**config.mk**
```make
export PLATFORM = sky130hd
export DESIGN_NAME = sb_rx_deserializer
export DESIGN_NICKNAME = d
export VERILOG_FILES = /design/src/rtl/sb_rx_deserializer.sv
export SDC_FILE = /design/constraint.sdc
export NUM_CORES = 1
export LEC_CHECK = 0
export CAP_MARGIN = 15
export CORE_MARGIN = 2
export CORE_UTILIZATION = 55
export CTS_BUF_LIST = sky130_fd_sc_hd__clkbuf_16
export CTS_CLUSTER_SIZE = 24
export DETAILED_ROUTE_END_ITERATION = 16
export HOLD_SLACK_MARGIN = 0.12
export PLACE_DENSITY_LB_ADDON = 0.2
export RECOVER_POWER = 25
export SLEW_MARGIN = 15
export SYNTH_ARGS = -nofsm -noshare
export SYNTH_HDL_FRONTEND = slang
export SYNTH_SLANG_ARGS = --single-unit
```
**constraint.sdc**
```tcl
create_clock -name sb_clk -period 3.1 [get_ports sb_clk]
set_clock_uncertainty 0.2 [all_clocks]
set_input_delay 0.62 -clock sb_clk [delete_from_list [all_inputs] [get_ports sb_clk]]
set_output_delay 0.62 -clock sb_clk [all_outputs]
set_load 0.01 [all_outputs]
```
**src/rtl/sb_rx_deserializer.sv**
```systemverilog
// Sideband RX deserializer: synchronizes the raw line, tracks connect/disconnect
// by run length, and assembles start/8-data/stop symbols into sbrx.
module sb_rx_deserializer #(
    parameter int unsigned DISC_LOW_CYCLES  = 32,
    parameter int unsigned CONN_HIGH_CYCLES = 32
) (
    input  logic       sb_clk,
    input  logic       rst,
    input  logic       sb_rx_line,
    output logic [9:0] sbrx,
    output logic       sym_valid,
    output logic       error,
    output logic       tdisconnet,
    output logic       tconnect
);

    localparam int unsigned CNT_W  = 10;
    localparam int unsigned BIT_W  = 4;
    localparam int unsigned DATA_W = 8;
    localparam int unsigned SYM_W  = 10;

    localparam logic [BIT_W-1:0] STOP_IDX  = BIT_W'(9);
    localparam logic [CNT_W-1:0] CNT_MAX   = '1;
    localparam logic [CNT_W-1:0] CONN_THR  = CNT_W'(CONN_HIGH_CYCLES);
    localparam logic [CNT_W-1:0] DISC_THR  = CNT_W'(DISC_LOW_CYCLES);

    typedef enum logic [1:0] {
        ST_DISC = 2'd0,
        ST_IDLE = 2'd1,
        ST_RECV = 2'd2
    } state_e;

    state_e              state_q, state_d;
    logic                sync1_q, sync1_d;
    logic                rx_s_q, rx_s_d;
    logic [CNT_W-1:0]    high_cnt_q, high_cnt_d;
    logic [CNT_W-1:0]    low_cnt_q, low_cnt_d;
    logic [CNT_W-1:0]    high_inc, low_inc;
    logic [BIT_W-1:0]    bit_cnt_q, bit_cnt_d;
    logic [DATA_W-1:0]   shift_q, shift_d;
    logic [SYM_W-1:0]    sbrx_q, sbrx_d;
    logic                sym_valid_q, sym_valid_d;
    logic                error_q, error_d;
    logic                tdisc_q, tdisc_d;
    logic                tconn_q, tconn_d;
    logic                conn_hit, disc_hit;

    // State register and all datapath flops
    always_ff @(posedge sb_clk or negedge rst) begin
        if (!rst) begin
            state_q     <= ST_DISC;
            sync1_q     <= 1'b0;
            rx_s_q      <= 1'b0;
            high_cnt_q  <= '0;
            low_cnt_q   <= '0;
            bit_cnt_q   <= '0;
            shift_q     <= '0;
            sbrx_q      <= '0;
            sym_valid_q <= 1'b0;
            error_q     <= 1'b0;
            tdisc_q     <= 1'b0;
            tconn_q     <= 1'b0;
        end else begin
            state_q     <= state_d;
            sync1_q     <= sync1_d;
            rx_s_q      <= rx_s_d;
            high_cnt_q  <= high_cnt_d;
            low_cnt_q   <= low_cnt_d;
            bit_cnt_q   <= bit_cnt_d;
            shift_q     <= shift_d;
            sbrx_q      <= sbrx_d;
            sym_valid_q <= sym_valid_d;
            error_q     <= error_d;
            tdisc_q     <= tdisc_d;
            tconn_q     <= tconn_d;
        end
    end

    // Run-length counters: high runs only while disconnected, low runs only while connected
    always_comb begin
        sync1_d    = sb_rx_line;
        rx_s_d     = sync1_q;
        high_inc   = (high_cnt_q == CNT_MAX) ? high_cnt_q : high_cnt_q + CNT_W'(1);
        low_inc    = (low_cnt_q == CNT_MAX) ? low_cnt_q : low_cnt_q + CNT_W'(1);
        high_cnt_d = '0;
        low_cnt_d  = '0;
        conn_hit   = 1'b0;
        disc_hit   = 1'b0;
        if (state_q == ST_DISC) begin
            if (rx_s_q) begin
                if (high_inc == CONN_THR) conn_hit = 1'b1;
                else                      high_cnt_d = high_inc;
            end
        end else if (!rx_s_q) begin
            if (low_inc == DISC_THR) disc_hit = 1'b1;
            else                     low_cnt_d = low_inc;
        end
    end

    // Next-state logic; disconnect overrides any symbol activity
    always_comb begin
        state_d = state_q;
        case (state_q)
            ST_DISC: if (conn_hit) state_d = ST_IDLE;
            ST_IDLE: begin
                if (disc_hit)     state_d = ST_DISC;
                else if (!rx_s_q) state_d = ST_RECV;
            end
            ST_RECV: begin
                if (disc_hit)                    state_d = ST_DISC;
                else if (bit_cnt_q == STOP_IDX)  state_d = ST_IDLE;
            end
            default: state_d = ST_DISC;
        endcase
    end

    // Symbol assembly and output pulses
    always_comb begin
        sbrx_d      = sbrx_q;
        sym_valid_d = 1'b0;
        error_d     = 1'b0;
        tdisc_d     = disc_hit;
        tconn_d     = conn_hit;
        bit_cnt_d   = bit_cnt_q;
        shift_d     = shift_q;
        case (state_q)
            ST_IDLE: begin
                bit_cnt_d = '0;
                if (!disc_hit && !rx_s_q) bit_cnt_d = BIT_W'(1);
            end
            ST_RECV: begin
                if (disc_hit) begin
                    bit_cnt_d = '0;
                end else if (bit_cnt_q == STOP_IDX) begin
                    sbrx_d      = {rx_s_q, shift_q, 1'b0};
                    sym_valid_d = 1'b1;
                    error_d     = ~rx_s_q;
                    bit_cnt_d   = '0;
                end else begin
                    shift_d   = {rx_s_q, shift_q[DATA_W-1:1]};
                    bit_cnt_d = bit_cnt_q + BIT_W'(1);
                end
            end
            default: bit_cnt_d = '0;
        endcase
    end

    assign sbrx       = sbrx_q;
    assign sym_valid  = sym_valid_q;
    assign error      = error_q;
    assign tdisconnet = tdisc_q;
    assign tconnect   = tconn_q;

endmodule

```
==> run summary <==
### Cells and area
• **share of post-route cells with drive strength above 1** 11.97%
• **number of filler instances in the final layout** 370
• **diodes inserted** 0
• **number of nets at the end of the flow** 269
• **share of the core filled with cells in the final layout** 62.85%
• **P&R area growth vs syn** 11.23%
• **Non-Filler Instances** 313

### STA
• **Min Clock Period, post-route** 2.870 ns
• **Setup TNS** 0 ns
• **unrepaired setup endpoints after global routing** false
• **relative slew slack** 12.34%
• **final critical-path share of the clock period** 92.59%
• **transition time at the pin with the least slew margin** 1.315 ns
• **setup-violating endpoint count in the final report** 0
• **max-slew violations** 0
• **Final Hold Viols** 0
• **highest attainable clock frequency** 348.4 MHz

### Synthesis
• **Yosys Warn Count** 0
• **post-synthesis share of cell area spent on full adders, half adders and majority gates** 3.775%
• **cell taking the most area after synthesis** sky130_fd_sc_hd__dfrtp_1
• **Synth top area share** 46.25%
• **synthesized area per cell** 10.82 sq um
• **number of instances in the synthesized netlist** 245
• **portion of netlist area occupied by mux cells** 10.34%
• **syn_nets** 256
• **xor/xnor cell area share of the yosys netlist** 3.634%
• **Post-synth ARST share** 100.0%
• **number of enable-type register cells in the synthesized netlist** 0
• **top cells by instance count after synthesis** sky130_fd_sc_hd__dfrtp_1, sky130_fd_sc_hd__nor2_1, sky130_fd_sc_hd__nand2_1, sky130_fd_sc_hd__and3_1
• **most frequently used cell type in the post-synthesis netlist** sky130_fd_sc_hd__dfrtp_1
• **total standard cell area after synthesis** 0.002651 sq mm
• **sequential fraction of the synthesis area** 46.25%
• **simple logic cell fraction of the synthesized area** 19.25%
• **count of state elements after synthesis** 49
• **number of unique standard cell types used by synthesis** 54
• **combinational family with the most area after synthesis** simple AND/OR/NAND/NOR gates
• **main flop type after synthesis** sky130_fd_sc_hd__dfrtp_1
• **Area contributors post-synth** sky130_fd_sc_hd__dfrtp_1, sky130_fd_sc_hd__mux2_4, sky130_fd_sc_hd__ha_1, sky130_fd_sc_hd__nor2_1, sky130_fd_sc_hd__mux2_1
• **post-synthesis compound-gate area fraction** 11.37%

### Global route
• **antenna violations before repair** 0
• **maximum number of pins on one net before global-route repair** 26
• **global-route wire length before repair** 8114 um
• **via count of the first global-routing pass** 1732
• **leftover overflow at the end of global routing** 0
• **global routing usage summed across all routing layers** 19.44%

### Worst setup path
• **worst path buffer plus inverter count** 0
• **Critical Path Fanout Max** 11
• **ordered cell list for the critical path** ha_2 -> nand4_2 -> or3_1 -> mux2i_4 -> o2111ai_4 -> nand2_2 -> mux2_1
• **library cell contributing the largest single delay on the critical path** sky130_fd_sc_hd__or3_1
• **depth of the most critical reg-to-reg path** 7
• **setup slack on the worst flop-to-flop path** 0.23 ns
• **beginning of the worst register-to-register path** low_cnt_q[0]
• **worst setup path category** reg -> reg
• **worst reg2reg path endpoint** shift_q[4]
• **biggest cell delay along the critical path** 0.52 ns
• **kind of end point of the critical path** flip-flop
• **data required time of the critical path** 3.06 ns
• **critical path data arrival time** 2.83 ns
• **CP top delay family** simple AND/OR/NAND/NOR gates
• **crit start category** flip-flop

### Min path
• **capture endpoint of the worst hold path** rx_s_q
• **worst hold path startpoint** rx_s_d
• **Worst Hold Path Cells** 0
• **path class of the lowest-slack min-delay path** reg -> reg

### Pwr
• **cell internal power dissipation** 0.0009507 W
• **fraction of power consumed by sequential logic** 54.0%
• **reported net switching power** 0.0002501 W
• **peak ir drop on the vdd network** 297.9 uV
• **combinational group share of total power** 2.9%
• **Clk pwr share** 43.1%
• **Leakage** 1.359 nW
• **power consumption** 0.001201 W
• **power density cells** 407.2 mW/mm^2
• **share of total power consumed by net switching** 20.83%

### Floorplanning
• **Die Area** 0.005392 sq mm
• **number of core rows** 25
• **initial standard-cell utilization of the core** 56.51%
• **top-level port count** 17
• **height of the die** 73.43 um
• **placeable core region** 0.004692 sq mm
• **Die Width** 73.43 um

### Routing
• **DRC violation count after routing** 0
• **mean number of vias per cell** 5.834
• **overall via count from detail_route** 1826
• **residual antenna-violating net count after detailed routing** 0
• **iteration count of the initial detailed-routing pass** 4
• **drt total wl** 4641 um
• **Iteration-0 DRC Markers** 165
• **drt wl/cell** 14.83 um

### Placement
• **total instance count after detailed placement** 305
• **GPL Wtd Cong** 0.8377
• **input/output buffers** 15
• **DP HPWL** 3275 um

### CTS
• **Clock Pin Slew Worst Setup and Hold Paths** 0.06 ns
• **CTS Hold Buffers Added** 0
• **clock tree root driver cell** sky130_fd_sc_hd__clkbuf_16
• **TritonCTS clock tree** yes
• **number of clock buffers inserted by TritonCTS** 5
• **worst-skew pair later-pin latency** 0.28 ns
• **maximum level of the CTS H-tree** 2
• **buffer levels on the longest clock path** 2
• **clock sink count** 49

### Outcome
• **run status** completed

### Flow run
• **max-cap check violation count** 0

-- cells in the final DEF, fill, tap and decap left out, types with 6 or more instances in the layout --
cell and count:
sky130_fd_sc_hd__a21oi_1 7, sky130_fd_sc_hd__and3_1 12, sky130_fd_sc_hd__clkdlybuf4s50_1 13, sky130_fd_sc_hd__dfrtp_1 49, sky130_fd_sc_hd__ha_1 7, sky130_fd_sc_hd__inv_1 9
sky130_fd_sc_hd__mux2_1 7, sky130_fd_sc_hd__mux2_4 8, sky130_fd_sc_hd__nand2_1 15, sky130_fd_sc_hd__nand3_1 8, sky130_fd_sc_hd__nor2_1 23, sky130_fd_sc_hd__o21ai_0 6
sky130_fd_sc_hd__xnor2_1 6
-- sequential cells by signal, summed over array words and instances (netlist names) --
register	flops
sym_valid	1
low_cnt_q	10
rx_s_d	1
state_q	2
tconnect	1
tdisconnet	1
bit_cnt_q	4
high_cnt_q	10
shift_q	8
rx_s_q	1
error	1
sbrx	9
-- metrics by stage --
stage / cell area, sq um / worst slack (ns) / hold WS, ns
2_1_floorplan: 2651 / 0.5049 / 0.1244
3_3_place_gp: 2800 / 0.1769 / 0.1330
3_5_place_dp: 2800 / 0.09991 / 0.1410
4_1_cts: 2943 / 0.07754 / 0.1390
5_1_grt: 2949 / 0.05803 / 0.1693
6_report: 2949 / 0.2296 / 0.1538
-- power groups by stage --
stage | Sequential, W | Clock (W) | Combinational (W)
after CTS | 0.000648 | 0.000545 | 0.0000371
final | 0.000649 | 0.000517 | 0.0000346
after floorplan | 0.000660 | 0 | 0.0000173
after global placement | 0.000661 | 0 | 0.0000366
after global routing | 0.000649 | 0.000561 | 0.0000412
after detailed placement | 0.000661 | 0 | 0.0000372
-- worst max-delay path by stage --
stage	from	to	slack (ns)	cells past startpoint
4_1_cts	low_cnt_q[0]	sbrx[8]	0.08	7
3_3_place_gp	low_cnt_q[0]	sbrx[5]	0.18	7
2_1_floorplan	low_cnt_q[0]	sbrx[2]	0.50	9
3_5_place_dp	low_cnt_q[0]	sbrx[8]	0.1	7
5_1_grt	low_cnt_q[0]	shift_q[6]	0.06	7
6_report	low_cnt_q[0]	shift_q[4]	0.23	7
-- logic make-up (layout without fill, tap and decap cells) --
logic type                 after synthesis  after routing
and+or+nand+nor                         93             93
DFF                                     49             49
AOI/OAI and AO/OA                       39             39
buffers and inverters                   23             37
muxes                                   21             21
xor gates and xnor gates                11             11
adders and majority gates                8              8
other                                    1              1
-- worst register-to-register path: stages, from the launching register on --
cell and delay [ns]:
sky130_fd_sc_hd__dfrtp_1 0.46, sky130_fd_sc_hd__ha_2 0.31, sky130_fd_sc_hd__nand4_2 0.14, sky130_fd_sc_hd__or3_1 0.52, sky130_fd_sc_hd__mux2i_4 0.26, sky130_fd_sc_hd__o2111ai_4 0.22
sky130_fd_sc_hd__nand2_2 0.28, sky130_fd_sc_hd__mux2_1 0.36
-- routing by layer --
metal	global-route usage [%]	share of wire, %
met2	30.13	47
met3	4.527	3.1
met4	4.848	0.62
met1	27.76	49
met5	0	0
-- area by class of cell --
class	count	area (sq um)	share of cell area (%)
Clock buffer	5	125.1	4.243
Clock inverter	3	17.52	0.5940
Inverter	8	30.03	1.018
Multi-Input combinational cell	173	1296	43.95
Sequential cell	49	1226	41.58
Tap cell	54	67.56	2.291
Timing Repair Buffer	21	186.4	6.322
-- timing repair --
| action | CTS | global route |
|---|---|---|
| setup buffers | 0 | 0 |
| gates resized for setup | 0 | 2 |
| endpoints found under the setup margin | 0 | 10 |
Power figures use the tool's default switching activity.
